## src/rtl/elevator_pkg.sv

```systemverilog
// Shared constants and request record for the elevator call front end.
// Consumed by call_request_conditioner and button_debouncer.
package elevator_pkg;

    localparam int FLOOR_W   = 3;
    localparam int TOP_FLOOR = 7;

    localparam logic DIR_UP    = 1'b1;
    localparam logic DIR_DOWN  = 1'b0;
    localparam logic CALL_IN   = 1'b1;
    localparam logic CALL_HALL = 1'b0;

    typedef struct packed {
        logic [FLOOR_W-1:0] floor;
        logic               in_out;
        logic               dir;
    } req_t;

    // Integer arguments keep the range checks free of width-limited compares.
    function automatic logic call_legal(
        input int   floor,
        input int   top,
        input logic in_out,
        input logic dir
    );
        logic ok;
        ok = 1'b1;
        if (floor > top)
            ok = 1'b0;
        if (in_out == CALL_HALL && dir == DIR_UP && floor == top)
            ok = 1'b0;
        if (in_out == CALL_HALL && dir == DIR_DOWN && floor == 0)
            ok = 1'b0;
        return ok;
    endfunction

endpackage

```

## src/rtl/button_debouncer.sv

```systemverilog
// Two-flop synchroniser, stable-level debounce counter and press pulse.
// A press is a one-cycle pulse on an accepted 0->1 change of the level.
module button_debouncer
    import elevator_pkg::*;
#(
    parameter int DEBOUNCE_CYCLES = 20
) (
    input  logic clk,
    input  logic reset_n,
    input  logic raw,
    output logic press
);

    localparam int CW = (DEBOUNCE_CYCLES > 2) ? $clog2(DEBOUNCE_CYCLES) : 1;

    logic          sync1;
    logic          sync2;
    logic          level;
    logic [CW-1:0] cnt;

    // Synchronise, count differing cycles, flip level and emit press.
    always_ff @(posedge clk or negedge reset_n) begin
        if (!reset_n) begin
            sync1 <= 1'b0;
            sync2 <= 1'b0;
            level <= 1'b0;
            cnt   <= '0;
            press <= 1'b0;
        end else begin
            sync1 <= raw;
            sync2 <= sync1;
            press <= 1'b0;
            if (sync2 == level) begin
                cnt <= '0;
            end else if (cnt == CW'(DEBOUNCE_CYCLES - 1)) begin
                cnt   <= '0;
                level <= sync2;
                press <= sync2;
            end else begin
                cnt <= cnt + 1'b1;
            end
        end
    end

endmodule

```

## src/rtl/call_request_conditioner.sv

```systemverilog
// Debounced buttons -> pending call flags -> arbiter -> request FIFO.
// Optional macro REQ_DEDUP_EN drops duplicate requests silently.
module call_request_conditioner
    import elevator_pkg::*;
#(
    parameter int DEBOUNCE_CYCLES = 20,
    parameter int FLOOR_W         = elevator_pkg::FLOOR_W,
    parameter int TOP_FLOOR       = elevator_pkg::TOP_FLOOR,
    parameter int FIFO_DEPTH      = 4
) (
    input  logic               clk,
    input  logic               reset_n,
    input  logic               button_up,
    input  logic               button_down,
    input  logic               button_in,
    input  logic [FLOOR_W-1:0] sw_call_floor,
    input  logic [FLOOR_W-1:0] sw_in_floor,
    output logic               req_valid,
    input  logic               req_ready,
    output logic [FLOOR_W-1:0] req_floor,
    output logic               req_in_out,
    output logic               req_dir,
    output logic               drop_pulse
);

    localparam int PTR_W = $clog2(FIFO_DEPTH);
    localparam int CNT_W = $clog2(FIFO_DEPTH + 1);

    typedef struct packed {
        logic [FLOOR_W-1:0] floor;
        logic               in_out;
        logic               dir;
    } rec_t;

    logic press_in;
    logic press_up;
    logic press_down;

    button_debouncer #(.DEBOUNCE_CYCLES(DEBOUNCE_CYCLES)) u_deb_in (
        .clk    (clk),
        .reset_n(reset_n),
        .raw    (button_in),
        .press  (press_in)
    );

    button_debouncer #(.DEBOUNCE_CYCLES(DEBOUNCE_CYCLES)) u_deb_up (
        .clk    (clk),
        .reset_n(reset_n),
        .raw    (button_up),
        .press  (press_up)
    );

    button_debouncer #(.DEBOUNCE_CYCLES(DEBOUNCE_CYCLES)) u_deb_down (
        .clk    (clk),
        .reset_n(reset_n),
        .raw    (button_down),
        .press  (press_down)
    );

    logic               pend_in;
    logic               pend_up;
    logic               pend_down;
    logic [FLOOR_W-1:0] flr_in;
    logic [FLOOR_W-1:0] flr_up;
    logic [FLOOR_W-1:0] flr_down;

    rec_t             mem [FIFO_DEPTH];
    logic [PTR_W-1:0] rd_ptr;
    logic [PTR_W-1:0] wr_ptr;
    logic [CNT_W-1:0] count;

    rec_t rec_in;
    rec_t rec_up;
    rec_t rec_down;
    rec_t new_in;
    rec_t new_up;
    rec_t new_down;

    assign rec_in   = '{floor: flr_in,        in_out: CALL_IN,   dir: DIR_DOWN};
    assign rec_up   = '{floor: flr_up,        in_out: CALL_HALL, dir: DIR_UP};
    assign rec_down = '{floor: flr_down,      in_out: CALL_HALL, dir: DIR_DOWN};
    assign new_in   = '{floor: sw_in_floor,   in_out: CALL_IN,   dir: DIR_DOWN};
    assign new_up   = '{floor: sw_call_floor, in_out: CALL_HALL, dir: DIR_UP};
    assign new_down = '{floor: sw_call_floor, in_out: CALL_HALL, dir: DIR_DOWN};

    logic ok_in;
    logic ok_up;
    logic ok_down;

    assign ok_in   = call_legal(int'(sw_in_floor), TOP_FLOOR, CALL_IN, DIR_DOWN);
    assign ok_up   = call_legal(int'(sw_call_floor), TOP_FLOOR, CALL_HALL, DIR_UP);
    assign ok_down = call_legal(int'(sw_call_floor), TOP_FLOOR, CALL_HALL, DIR_DOWN);

    logic dup_in;
    logic dup_up;
    logic dup_down;

`ifdef REQ_DEDUP_EN
    // Match new presses against pending flags and live FIFO entries.
    always_comb begin
        logic [PTR_W-1:0] idx;
        dup_in   = pend_in && (rec_in == new_in);
        dup_up   = pend_up && (rec_up == new_up);
        dup_down = pend_down && (rec_down == new_down);
        idx      = '0;
        for (int k = 0; k < FIFO_DEPTH; k++) begin
            idx = rd_ptr + PTR_W'(k);
            if (CNT_W'(k) < count) begin
                if (mem[idx] == new_in)
                    dup_in = 1'b1;
                if (mem[idx] == new_up)
                    dup_up = 1'b1;
                if (mem[idx] == new_down)
                    dup_down = 1'b1;
            end
        end
    end
`else
    assign dup_in   = 1'b0;
    assign dup_up   = 1'b0;
    assign dup_down = 1'b0;
`endif

    logic acc_in;
    logic acc_up;
    logic acc_down;
    logic drop_any;

    assign acc_in   = press_in && !dup_in && ok_in && !pend_in;
    assign acc_up   = press_up && !dup_up && ok_up && !pend_up;
    assign acc_down = press_down && !dup_down && ok_down && !pend_down;

    assign drop_any = (press_in && !dup_in && (!ok_in || pend_in))
                   || (press_up && !dup_up && (!ok_up || pend_up))
                   || (press_down && !dup_down && (!ok_down || pend_down));

    logic pop;
    logic full;
    logic push;
    logic clr_in;
    logic clr_up;
    logic clr_down;
    rec_t pick;

    assign pop  = req_valid && req_ready;
    assign full = (count == CNT_W'(FIFO_DEPTH));
    assign push = (pend_in || pend_up || pend_down) && (!full || pop);

    // Fixed priority: car call, then hall up, then hall down.
    always_comb begin
        pick     = rec_down;
        clr_in   = 1'b0;
        clr_up   = 1'b0;
        clr_down = 1'b0;
        if (pend_in) begin
            pick   = rec_in;
            clr_in = push;
        end else if (pend_up) begin
            pick   = rec_up;
            clr_up = push;
        end else if (pend_down) begin
            pick     = rec_down;
            clr_down = push;
        end
    end

    // Capture accepted presses and retire the flag that was pushed.
    always_ff @(posedge clk or negedge reset_n) begin
        if (!reset_n) begin
            pend_in    <= 1'b0;
            pend_up    <= 1'b0;
            pend_down  <= 1'b0;
            flr_in     <= '0;
            flr_up     <= '0;
            flr_down   <= '0;
            drop_pulse <= 1'b0;
        end else begin
            drop_pulse <= drop_any;
            if (clr_in)
                pend_in <= 1'b0;
            if (clr_up)
                pend_up <= 1'b0;
            if (clr_down)
                pend_down <= 1'b0;
            if (acc_in) begin
                pend_in <= 1'b1;
                flr_in  <= sw_in_floor;
            end
            if (acc_up) begin
                pend_up <= 1'b1;
                flr_up  <= sw_call_floor;
            end
            if (acc_down) begin
                pend_down <= 1'b1;
                flr_down  <= sw_call_floor;
            end
        end
    end

    rec_t             mem_n [FIFO_DEPTH];
    logic [PTR_W-1:0] rd_n;
    logic [PTR_W-1:0] wr_n;
    logic [CNT_W-1:0] count_n;
    rec_t             head_n;

    // Next FIFO state; the head is precomputed so outputs are registered.
    always_comb begin
        mem_n   = mem;
        rd_n    = rd_ptr;
        wr_n    = wr_ptr;
        count_n = count;
        if (pop)
            rd_n = rd_ptr + 1'b1;
        if (push) begin
            mem_n[wr_ptr] = pick;
            wr_n          = wr_ptr + 1'b1;
        end
        if (push && !pop)
            count_n = count + 1'b1;
        else if (pop && !push)
            count_n = count - 1'b1;
        head_n = (count_n != '0) ? mem_n[rd_n] : '0;
    end

    // FIFO storage, pointers and registered head outputs.
    always_ff @(posedge clk or negedge reset_n) begin
        if (!reset_n) begin
            for (int i = 0; i < FIFO_DEPTH; i++)
                mem[i] <= '0;
            rd_ptr     <= '0;
            wr_ptr     <= '0;
            count      <= '0;
            req_valid  <= 1'b0;
            req_floor  <= '0;
            req_in_out <= 1'b0;
            req_dir    <= 1'b0;
        end else begin
            mem        <= mem_n;
            rd_ptr     <= rd_n;
            wr_ptr     <= wr_n;
            count      <= count_n;
            req_valid  <= (count_n != '0);
            req_floor  <= head_n.floor;
            req_in_out <= head_n.in_out;
            req_dir    <= head_n.dir;
        end
    end

endmodule

```

## config.mk

```make
export PLATFORM = sky130hd
export DESIGN_NAME = call_request_conditioner
export DESIGN_NICKNAME = d
export VERILOG_FILES = /design/src/rtl/elevator_pkg.sv /design/src/rtl/button_debouncer.sv /design/src/rtl/call_request_conditioner.sv
export SDC_FILE = /design/constraint.sdc
export NUM_CORES = 1
export LEC_CHECK = 0
export CAP_MARGIN = 5
export CORE_MARGIN = 10
export CORE_UTILIZATION = 59
export CTS_CLUSTER_DIAMETER = 120
export DETAILED_ROUTE_END_ITERATION = 16
export PLACE_DENSITY = 0.86
export SYNTH_ARGS = -nofsm -noshare
export SYNTH_HDL_FRONTEND = slang
export SYNTH_HIERARCHICAL = 1
export SYNTH_SLANG_ARGS = --single-unit
```

## constraint.sdc

```tcl
create_clock -name clk -period 2.8 [get_ports clk]
set_input_delay 0.84 -clock clk [delete_from_list [all_inputs] [get_ports clk]]
set_output_delay 0.84 -clock clk [all_outputs]
set_load 0.02 [all_outputs]
```

Word level (Yosys, flattened, before mapping)
Index checks and enable logic that the tools add are counted.

$add $sub $neg: 7. Bitwise gates (word level): 5. Equal/unequal tests: 8. Muxes and demuxes: 39. $lt $le $gt $ge: 3. Reduce and logical (&&, ||, !) cells: 34.

Operators by type and width (number): two-way mux 5 bit (12); bitwise mux 20 bit (1); two-way mux 1 bit (20); two-way mux 20 bit (1); adder 5 x 1 -> 5 bit, second input constant (3); equality test 5 bit, second input constant (3); logical AND 1 bit (13); binary-select mux 5 bit (select 2 bit) (1); demux 5 bit (select 2 bit) (1); logical OR 1 bit (7); >= comparator 3 bit, second input constant (2); logical NOT 1 bit (6); two-way mux 3 bit (2); inverter 2 -> 3 bit (2); AND reduction 2 bit (3); nonzero test 2 bit (3); adder 2 x 1 -> 2 bit, second input constant (2); adder 3 x 1 -> 3 bit, second input constant (1); equality test 1 bit (3); equality test 3 x 1 -> 1 bit, second input constant (1); equality test 3 bit, second input constant (1); logical NOT 3 bit (1); less-than comparator 3 x 1 -> 1 bit, second input constant (1); inverter 1 bit (3); 3 further kinds (3).

Register bits after elaboration: 73. Input port bits: 12. Output and inout bits: 7.

Depth between registers and ports, before layout
Word-level depth: 11. Depth in mapped cells: 7. Mapped depth without buffers: 7.

Modules after synthesis
Netlist, hierarchy kept.

Modules (own cells, without submodules): call_request_conditioner (times used 1, area each 2208.4 um^2, cells each 177, seq. area each 1151.1 um^2); button_debouncer (times used 3, area each 375.4 um^2, cells each 29, seq. area each 225.2 um^2).

Worst setup path before layout
No wires, ideal clock.

Path type: input-to-reg. Start: in req_ready. End: reg req_in_out. Path slack: 666 ps. Setup time: 137 ps. Arrival: 1998 ps. Cell stages on the path: 6. Buffers on the path: 1. Path through: and2_1 -> buf_2 -> o211ai_2 -> mux2_2 -> o22ai_1 -> nor4_4.

RTL lines: start: declaration (RTL line call_request_conditioner.sv:19) `input logic req_ready,`; end signal: assignment (RTL line call_request_conditioner.sv:244) `req_in_out <= head_n.in_out;`; end: declaration (RTL line call_request_conditioner.sv:21) `output logic req_in_out,`.

==> results.toml <==
[place]
post_dp_cell_area_um2 = 3620
gp_routability_congestion = 0.811
numPortBuffers = 18
place_inst = 355
detailed_place_hpwl_um = 4560

[setup_path]
worst_path_largest_cell_delay_ns = 0.52
crit_fanout = 9
criticalPathCategory = "in -> reg"
worst_r2r_endpoint = "req_floor[0]"
critPathLaunch = "req_ready"
crit-reg2reg-launch = "pend_up"
worstSetupStartpointType = "primary input"
worstRegToRegCells = 5
cp_slowest_cell = "sky130_fd_sc_hd__clkdlybuf4s50_1"
worst-path-buf-inv = 2
worst_ep_arrival_ns = 2.73
critical-path-top-delay-family = "simple AND/OR/NAND/NOR gates"
setup.reg_to_reg.worst_slack_ns = 0.43
crit_required_ns = 3.06
path_cells = "clkdlybuf4s50_1, and2_1, buf_4, nor3_1, nor2_1, o22ai_1, nor3_2"
cp-end-kind = "flip-flop"

[floorplan]
die_area_um2 = 9060
placeableCoreArea_um2 = 5510
start_util = 0.606
std_cell_rows = 27
ios = 19
die_y_um = 95.2
die_x_um = 95.2

[worst_hold_path]
worst_hold_path.endpoint = "u_deb_in/sync2"
timing.hold.worst.class = "reg -> reg"
hold_path_depth = 0
min_from = "u_deb_in/sync1"

[global_routing]
grt_start_max_net_pins = 57
grt_remaining_overflow = 0
vias_in_the_first_global_route = 2206
groute.layer.met2.usage = 0.248
track_usage = 0.154
grt_first_pass_wirelength_um = 10800
grt_util_met3 = 0.0353
grt_util_met1 = 0.190
top_usage_layer = "met2"
antenna_found_initial = 0

[logic_synthesis]
postSynth.asyncResetShare = 1.00
synthesis.area_um2 = 3330
synth-seq-area-share = 0.548
yosysWarnings = 6
synth_flop_cell = "sky130_fd_sc_hd__dfrtp_1"
ys_types = 46
avgSynthCellArea_um2 = 12.6
flip_flop_and_latch_count_after_synthesis = 73
synthesis.instances = 264
post_synth_edffs = 0
synthesis.nets = 286

[clock_network]
total_clock_buffers_created_by_cts = 9
clk_latency_ns = 0.35
htree_num_levels = 3
clock_root_buffer = "sky130_fd_sc_hd__clkbuf_8"
ctsResizeCount = 0
ctsHoldBuffers = 0
cts_tree = "done"
cts.path.max_buffers = 2
clk_pin_slew_ns = 0.07
cts_post_setup_buffers_inserted = 0
numClockSinks = 73

[sta]
report.final.setup_viol = 0
worstMarginPinSlew_ns = 0.612
min_period_ns = 2.46
fmax_mhz = 406
slew_headroom = 0.587
setup-tns-final_ns = 0
final-max-slew-violation-count = 0
layout_worst_path_cycle_share = 0.880
final-hold-violation-count = 0
final.setup_skew_ns = 0.00861
rsz0062_at_grt = "no"

[power]
power.share.clock = 0.306
internal_power_component_mw = 1.94
p_switching_uw = 888
switching_share = 0.314
power.combinational.fraction = 0.262
leakage_nw = 1.79
irDropWorstVdd_v = 0.000425
power_density_relative_to_cell_area_nw_per_um2 = 738
seq_power_share = 0.433

[detailed_routing]
post_drt_via_cell_ratio = 5.85
post-route-drc-count = 0
detailroute.via_count = 2170
postRouteWirelength_um = 6480
detail_route.wl_per_cell_um = 17.5
first_iter_violations = 168
drt_first_pass_iters = 4
ant_nets = 0

[cells_and_area]
fin_area_um2 = 3840
post_route_cells_drive_above_1_share = 0.227
flow.area_growth_from_synthesis_pct = 15.0
fin_cells = 371
nFillCells = 372
finish.net_count = 316
num_antenna_cells = 0

[run]
timing.max_cap.violations = 0

[run_status]
status = "completed"
synth_stat cells, drive strengths merged (4+ instances only):
cell type	count	share of area
o211ai	4	0.015
mux2i	5	0.019
dfrtp	73	0.55
ha	10	0.038
nor2b	8	0.015
o21ai	11	0.017
nand3	9	0.014
and3	4	0.0075
mux2	32	0.11
buf	4	0.0098
nor3	10	0.020
nor2	8	0.0098
inv	12	0.014
nand2	14	0.016
o22ai	11	0.021
xnor2	10	0.026
worst max path at each step:
stage / endpoint / slack (ns) / cells past startpoint
6_report: req_dir / 0.34 / 7
5_1_grt: req_dir / 0.18 / 7
4_1_cts: req_floor[0] / 0.34 / 6
3_5_place_dp: req_floor[0] / 0.01 / 6
3_3_place_gp: req_floor[1] / 0.06 / 6
2_1_floorplan: req_in_out / 0.67 / 6
logic make-up after synthesis:
kind of cell | share of synthesized area
mux | 0.127
buf+inv | 0.0244
compound gates | 0.0919
fa+ha+maj | 0.0375
simple gates | 0.145
flops | 0.548
xor+xnor | 0.0263
cells in the final DEF, fill, tap and decap left out, types with 4 or more instances in the layout:
cell	Yosys	routed
sky130_fd_sc_hd__mux2i_1	4	4
sky130_fd_sc_hd__o211ai_2	4	4
sky130_fd_sc_hd__mux2_2	28	28
sky130_fd_sc_hd__nor3_1	7	7
sky130_fd_sc_hd__o22ai_1	11	11
sky130_fd_sc_hd__dfrtp_1	73	73
sky130_fd_sc_hd__clkbuf_8	0	12
sky130_fd_sc_hd__inv_1	9	9
sky130_fd_sc_hd__clkdlybuf4s50_1	0	17
sky130_fd_sc_hd__o21ai_0	11	11
sky130_fd_sc_hd__nor2_1	7	7
sky130_fd_sc_hd__mux2_1	4	4
sky130_fd_sc_hd__nand3_1	9	9
sky130_fd_sc_hd__nor2b_1	8	8
sky130_fd_sc_hd__ha_1	10	10
sky130_fd_sc_hd__xnor2_1	10	10
sky130_fd_sc_hd__nand2_1	14	14
sky130_fd_sc_hd__buf_4	0	5
sky130_fd_sc_hd__and3_1	4	4
flip-flops by register name, summed over array words and instances, names as in the netlist, 2 cells and up:
signal          flops
mem                20
u_deb_down/cnt      5
u_deb_in/cnt        5
u_deb_up/cnt        5
count               3
flr_down            3
flr_in              3
flr_up              3
req_floor           3
rd_ptr              2
wr_ptr              2
power groups by stage:
stage	combinational [mW]	clock (mW)	sequential, mW
6_report	0.740	0.865	1.22
3_3_place_gp	0.706	0	1.24
5_1_grt	0.813	0.919	1.24
2_1_floorplan	0.435	0	1.27
4_1_cts	0.744	0.871	1.22
3_5_place_dp	0.733	0	1.24
routing by layer:
metal,part of all wire,routed length [um],vias to the layer above
met2,0.49,3180,38
met4,0.021,137,0
met5,0,0,-
met3,0.034,222,14
met1,0.45,2940,1103
li1,-,-,1015
metrics by stage:
stage | worst slack, ns | total power [mW] | utilization | hold WS (ns)
after floorplan | 0.666 | 1.70 | - | 0.331
after global placement | 0.0586 | 1.94 | 0.658 | 0.335
after detailed placement | 0.0117 | 1.98 | 0.658 | 0.337
after CTS | 0.339 | 2.84 | 0.697 | 0.352
after global routing | 0.181 | 2.97 | 0.697 | 0.354
final | 0.337 | 2.83 | 0.697 | 0.354
final cells by class:
cell class | instances | area (um2) | share of cell area
well taps | 72 | 90.1 | 0.0235
multi-input cells | 174 | 1430 | 0.372
repair buffers | 24 | 233 | 0.0607
clock inverters | 4 | 50.0 | 0.0130
clock buffers | 12 | 165 | 0.0431
inverters | 12 | 45.0 | 0.0117
flip-flops and latches | 73 | 1830 | 0.476
(Power assumes the default switching activity.)
